### src/rtl/difftest_aia_pkg.sv
// Shared types for the AIA difftest event path.
//   aia_event_t : one AIA CSR snapshot (mtopei, stopei, vstopei, hgeip).
//   AIA_EVT_W   : packed width of aia_event_t.
//   COREID_W    : width of the static core id.
package difftest_aia_pkg;

    localparam int AIA_EVT_W = 256;
    localparam int COREID_W  = 8;

    typedef struct packed {
        logic [63:0] mtopei;
        logic [63:0] stopei;
        logic [63:0] vstopei;
        logic [63:0] hgeip;
    } aia_event_t;

endpackage

### src/rtl/aia_event_fifo.sv
// Register FIFO of DEPTH aia_event_t entries.
// Ports:
//   clk, rst      : clock, synchronous active-high reset (clears storage too)
//   push_i        : write din_i at the tail (caller only pushes when not full
//                   or when popping in the same cycle)
//   pop_i         : drop the head entry (caller only pops when not empty)
//   ovr_i         : overwrite the newest entry with din_i (no pointer motion);
//                   only driven by the top when DIFFTEST_AIA_COALESCE_EN is set
//   din_i, dout_o : write data, head entry
//   full_o,empty_o: occupancy flags
module aia_event_fifo
    import difftest_aia_pkg::*;
#(
    parameter int DEPTH = 4
) (
    input  logic       clk,
    input  logic       rst,
    input  logic       push_i,
    input  logic       pop_i,
    input  logic       ovr_i,
    input  aia_event_t din_i,
    output aia_event_t dout_o,
    output logic       full_o,
    output logic       empty_o
);

    localparam int PTR_W = $clog2(DEPTH);
    localparam int CW    = $clog2(DEPTH + 1);

    aia_event_t       mem_q [DEPTH];
    aia_event_t       mem_d [DEPTH];
    logic [PTR_W-1:0] wr_ptr_q, wr_ptr_d;
    logic [PTR_W-1:0] rd_ptr_q, rd_ptr_d;
    logic [PTR_W-1:0] tail_idx;
    logic [CW-1:0]    count_q, count_d;

    always_comb begin
        mem_d    = mem_q;
        wr_ptr_d = wr_ptr_q;
        rd_ptr_d = rd_ptr_q;
        count_d  = count_q;
        // Newest entry sits one slot behind the write pointer.
        tail_idx = wr_ptr_q - PTR_W'(1);

        if (push_i) begin
            mem_d[wr_ptr_q] = din_i;
            wr_ptr_d        = wr_ptr_q + PTR_W'(1);
        end else if (ovr_i) begin
            mem_d[tail_idx] = din_i;
        end

        if (pop_i) begin
            rd_ptr_d = rd_ptr_q + PTR_W'(1);
        end

        // Simultaneous push and pop leaves the occupancy unchanged.
        case ({push_i, pop_i})
            2'b10:   count_d = count_q + CW'(1);
            2'b01:   count_d = count_q - CW'(1);
            default: count_d = count_q;
        endcase
    end

    always_ff @(posedge clk) begin
        if (rst) begin
            for (int i = 0; i < DEPTH; i++) begin
                mem_q[i] <= '0;
            end
            wr_ptr_q <= '0;
            rd_ptr_q <= '0;
            count_q  <= '0;
        end else begin
            mem_q    <= mem_d;
            wr_ptr_q <= wr_ptr_d;
            rd_ptr_q <= rd_ptr_d;
            count_q  <= count_d;
        end
    end

    assign dout_o  = mem_q[rd_ptr_q];
    assign full_o  = (count_q == CW'(DEPTH));
    assign empty_o = (count_q == '0);

endmodule

### src/rtl/difftest_aia_event_gen.sv
// Detects changes in the live AIA CSR snapshot and queues one event per
// change for the per-core AIA difftest sink.
// Ports:
//   clock, reset           : core clock, synchronous active-high reset
//   io_in_*                : live mtopei/stopei/vstopei/hgeip
//   io_coreid              : static core id, passed to io_out_coreid
//   io_out_ready           : downstream accepts the head event this cycle
//   io_out_valid, enable   : head present / head consumed this cycle
//   io_out_*               : head event payload (registered)
//   io_stall_cnt           : saturating count of cycles a change could not be
//                            queued (or, with coalescing, was merged into the tail)
// Build option: DIFFTEST_AIA_COALESCE_EN merges a change into the newest
// entry when the FIFO is full instead of holding it pending.
module difftest_aia_event_gen
    import difftest_aia_pkg::*;
#(
    parameter int DEPTH = 4,
    parameter int CNT_W = 16
) (
    input  logic                clock,
    input  logic                reset,
    input  logic [63:0]         io_in_mtopei,
    input  logic [63:0]         io_in_stopei,
    input  logic [63:0]         io_in_vstopei,
    input  logic [63:0]         io_in_hgeip,
    input  logic [COREID_W-1:0] io_coreid,
    input  logic                io_out_ready,
    output logic                io_out_valid,
    output logic                enable,
    output logic [63:0]         io_out_mtopei,
    output logic [63:0]         io_out_stopei,
    output logic [63:0]         io_out_vstopei,
    output logic [63:0]         io_out_hgeip,
    output logic [COREID_W-1:0] io_out_coreid,
    output logic [CNT_W-1:0]    io_stall_cnt
);

    function automatic logic [CNT_W-1:0] sat_inc(input logic [CNT_W-1:0] v);
        return (&v) ? v : v + CNT_W'(1);
    endfunction

    aia_event_t       snap, head;
    aia_event_t       shadow_q, shadow_d;
    logic [CNT_W-1:0] stall_q, stall_d;
    logic             change, push, pop, ovr;
    logic             fifo_full, fifo_empty;

    assign snap   = {io_in_mtopei, io_in_stopei, io_in_vstopei, io_in_hgeip};
    assign change = (snap != shadow_q);
    assign pop    = !fifo_empty && io_out_ready;
    // A pop in the same cycle frees the slot, so a full FIFO still accepts.
    assign push   = change && (!fifo_full || pop);

`ifdef DIFFTEST_AIA_COALESCE_EN
    assign ovr = change && fifo_full && !pop;
`else
    assign ovr = 1'b0;
`endif

    always_comb begin
        shadow_d = shadow_q;
        // Shadow follows only what was actually recorded; an unrecorded
        // change stays visible and is retried next cycle.
        if (push || ovr) begin
            shadow_d = snap;
        end
        // change && !push is exactly the stall cycle, or the coalesce cycle
        // when merging is enabled.
        stall_d = (change && !push) ? sat_inc(stall_q) : stall_q;
    end

    always_ff @(posedge clock) begin
        if (reset) begin
            shadow_q <= '0;
            stall_q  <= '0;
        end else begin
            shadow_q <= shadow_d;
            stall_q  <= stall_d;
        end
    end

    aia_event_fifo #(
        .DEPTH (DEPTH)
    ) u_fifo (
        .clk     (clock),
        .rst     (reset),
        .push_i  (push),
        .pop_i   (pop),
        .ovr_i   (ovr),
        .din_i   (snap),
        .dout_o  (head),
        .full_o  (fifo_full),
        .empty_o (fifo_empty)
    );

    assign io_out_valid   = !fifo_empty;
    assign enable         = pop;
    assign io_out_mtopei  = head.mtopei;
    assign io_out_stopei  = head.stopei;
    assign io_out_vstopei = head.vstopei;
    assign io_out_hgeip   = head.hgeip;
    assign io_out_coreid  = io_coreid;
    assign io_stall_cnt   = stall_q;

endmodule

### config.mk
export PLATFORM = sky130hd
export DESIGN_NAME = difftest_aia_event_gen
export DESIGN_NICKNAME = d
export VERILOG_FILES = /design/src/rtl/difftest_aia_pkg.sv /design/src/rtl/aia_event_fifo.sv /design/src/rtl/difftest_aia_event_gen.sv
export SDC_FILE = /design/constraint.sdc
export NUM_CORES = 2
export LEC_CHECK = 0
export CORE_UTILIZATION = 55
export DETAILED_ROUTE_END_ITERATION = 12
export PLACE_DENSITY = 0.85
export REMOVE_ABC_BUFFERS = 1
export SLEW_MARGIN = 20
export SYNTH_ARGS = -nofsm -noshare
export SYNTH_HDL_FRONTEND = slang
export SYNTH_SLANG_ARGS = --single-unit
### constraint.sdc
create_clock -name clock -period 5.05 [get_ports clock]
set_input_delay 1.515 -clock clock [delete_from_list [all_inputs] [get_ports clock]]
set_output_delay 1.515 -clock clock [all_outputs]
set_load 0.1 [all_outputs]
==> run summary <==
The run gives 33 as the count of cell types in the netlist. The number of cells on the worst reg-to-reg path works out to 13. The most used flip-flop cell after synthesis is dfxtp_1.

Portion of synthesized cell area occupied by the leading cell type: 0.474. The clock passes through at most 3 buffers. The count of buffers from port buffering is 532, and the fraction of the mapped netlist area in compound gates is 0.0516. The run gives 0 as the DRC violation count after routing. The cell taking the most area after synthesis was dfxtp_1. The floorplan has 115 rows. Of all nets on the critical path, the largest fanout is 44. STA puts the critical path data arrival time at 3.20 ns. For the maximum VDD drop, the log shows 0.467 mV.

In this run the critical register-to-register path is captured at u_fifo.count_q[2]. The final route contains 42.6k vias. At the pin with the least slew margin, the transition time is 1.18 ns.

TritonCTS created 133 clock buffers. STA puts the critical path data required time at 3.54 ns. The master of the slowest instance on the critical path is clkdlybuf4s50_1.

Warning count from the yosys run: 0. H-tree depth: 4. The dominant combinational cell family by area after synthesis was multiplexers. The run finished with clean final reports. The final critical-path share of the clock period came out at 0.933. The die covers 0.101 mm². The number of max-cap violations was 0; the area growth from synthesis to final layout was 22.7%.

For the count of pins over their slew limit, the log shows 0. The largest single stage delay on the critical path is 1.16 ns. The adder and majority cell fraction of the synthesized area was 0.00173.

The run gives 28 as the initial antenna violation count. The run gives 3,948 as the number of violations reported at the end of detailed-routing iteration 0. The worst max-slew margin expressed relative to the limit came out at 0.209.

The power density relative to cell area came out at 495 mW/mm². The worst setup path is launched from a register. The run gives 0.474 as the sequential cell area fraction in the yosys report.

Once the clock tree was built, the setup fixing pass inserted 0 buffers. The worst hold path was traced through 2 stages. Derived from the worst setup path, the maximum achievable clock frequency is 0.212 GHz.

The overflow left after global routing was 0. The wire length reported by the detailed router came out at 153 mm. For the global-route wire length before repair, the log shows 239 mm. The final number of setup-violating endpoints was 0. The basic-gate share of the synthesized area counting and, or, nand and nor cells came out at 0.109. Setup repair after global routing left no endpoint under its margin.

Number of clock sinks seen by CTS: 1,303. Once detail routing completed, the nets flagged for antenna violations numbered 0. The quantity of gates resized following cts is 0, and the number of enable flip-flop cells after synthesis is 0. The via count of the first global-routing pass was 43.3k; the initial core utilization was 0.557.

Portion of netlist area occupied by mux cells: 0.291. The worst hold path terminates at u_fifo.mem_q[451]. 549 I/O pins were placed. The xor/xnor share of the synthesized area is 0.0413. The number of cells in the finished layout apart from fillers was 7,128; the share of async-settable or async-resettable flops after synthesis was 0. For the final database, setup skew stands at 0.0385 ns. Walking the worst path, the cells encountered are mux4_2 > clkdlybuf4s50_1. At the end of the flow, the number of nets in the layout was 5,987. The minimum clock period after layout was 4.71 ns; the maximum number of pins on one net before global-route repair was 161.

In this run the most critical hold path is launched from u_fifo.mem_q[451]. The kind of capture point of the worst setup path is an output pin. In this run the static leakage power is 26.6 nW. Counting instances in the post-synthesis netlist gives the leading cell types as 1,303 x dfxtp_1, 1,031 x nor2_1, 1,024 x mux2i_1. The setup TNS is 0 ns. The synthesized netlist occupies a cell area of 0.0551 mm². The number of buffers inserted by hold repair at cts was 0.

Clock-pin slew was measured on the worst setup and hold paths at 0.06 ns. Dividing the synthesized area by the synthesized cell count gives 10.4 µm². Synthesis inferred 1,303 register bits.

Number of iterations in the first detailed-routing pass: 8. The final number of hold-violating endpoints is 0, and the number of vias per cell is 5.98. The tree is rooted in a clkbuf_16.

The run gives 0.0989 mm² as the placeable core area. After synthesis, the cell types taking the most area are dfxtp_1 47%, mux2i_1 19%, mux4_2 10%. The class of the most critical hold timing path is register to register. The logs give 0.0273 mm² for the area occupied by multi-input gates and 0.293 for the global routing usage summed across all routing layers. The routed wire length per instance was 21.5 µm.

The number of filler cells placed in the layout was 6,805; the floorplan die height was 318 µm. Layout cell share with drive strength beyond 1: 0.161. The width of the die works out to 318 µm. Startpoint of the worst register-to-register path: shadow_q[55].

The area used by sequential logic in the layout was 0.0261 mm²; the post-detailed-placement half-perimeter wirelength was 95.4 mm. TritonCTS built the clock tree. The setup check on the worst reg-to-reg path leaves a slack of 1.47 ns. Counting tap cells, the placed design contains a total of 6,865 instances. The most common cell in the synthesized netlist is dfxtp_1.

Classification of the worst setup path: register to output pin. The run gives 0.76 ns as the insertion delay of the later-clocked pin in the worst-skew pair. The cell count after synthesis came out at 5,278. The congestion estimate from routability-driven global placement came to 0.818.
[registers in the layout, summed over array words and instances (netlist names)]
register	flops
u_fifo.wr_ptr_q	2
u_fifo.count_q	3
io_stall_cnt	16
u_fifo.mem_q	1024
shadow_q	256
u_fifo.rd_ptr_q	2
[kinds of logic after synthesis]
logic type      after synthesis
mux                        1280
fa+ha+maj                     7
flops                      1303
simple gates               1422
compound gates              556
buf+inv                     450
xor+xnor                    260
[routing by layer]
| metal | vias up | track usage | wire length, µm |
|---|---|---|---|
| li1 | 19471 | - | - |
| met1 | 21203 | 0.352 | 60800 |
| met2 | 1569 | 0.493 | 75100 |
| met3 | 394 | 0.0633 | 10200 |
| met4 | 12 | 0.154 | 7190 |
| met5 | - | 0 | 71 |
[area by class of cell]
class,instances,area share
timing repair buffer,743,0.116
clock inverter,59,0.0124
inverter,7,0.000389
sequential,1303,0.386
tap,1287,0.0238
clock buffer,181,0.0555
multi-input combinational,3525,0.405
antenna,23,0.000852
[stage by stage]
stage	worst slack, ns	power (mW)	area [µm²]	hold WS, ns	util
after floorplan	-20.27	21.2	53400	0.455	-
after global placement	-0.260	23.1	62900	0.465	0.637
after detailed placement	-0.232	23.3	62900	0.477	0.637
after CTS	0.297	33.6	67500	0.486	0.683
after global routing	0.251	34.6	67600	0.501	0.684
final	0.337	33.5	67600	0.484	0.684
[power breakdown]
group | switching, mW | internal [mW]
Combinational | 7.50 | 3.90
Clock | 4.25 | 6.04
Sequential | 0.583 | 11.2
Total | 12.3 | 21.1
[cell usage in the layout (no fill, tap or decap), drive strengths merged]
cell and count:
o21ai 260, and4 2, xor2 259, buf 453, or3 3, nand2 10, clkinvlp 3, or4b 1
nand4 20, clkdlybuf4s50 290, bufinv 15, nor4 68, clkinv 31, a21oi 275, mux4 256, and3 4
or4 14, o21a 1, o21ba 1, inv 17, nand3 266, nor4b 1, dfxtp 1303, clkbuf 181
fa 1, nor3b 1, xnor2 1, a41oi 4, nor2 1031, and2 1, o31ai 15, diode 23
mux2i 1024, ha 6
[worst max-delay path, delay by kind of cell (launching register included)]
family	cells	cell delay (ns)
DFF	1	0.88
buffers and inverters	1	1.16
muxes	1	0.39
[worst max-delay path by stage]
stage | to | cells after the start | start | slack (ns)
3_3_place_gp | u_fifo.count_q[2] | 14 | io_in_hgeip[60] | -0.26
2_1_floorplan | io_stall_cnt[2] | 4 | io_out_ready | -20.27
6_report | io_out_vstopei[59] | 2 | u_fifo.rd_ptr_q[1] | 0.34
3_5_place_dp | u_fifo.count_q[2] | 14 | io_in_hgeip[60] | -0.23
5_1_grt | io_out_stopei[56] | 2 | u_fifo.rd_ptr_q[1] | 0.25
4_1_cts | io_out_stopei[56] | 2 | u_fifo.rd_ptr_q[1] | 0.30
No activity file was read; power rests on OpenSTA's default activity.
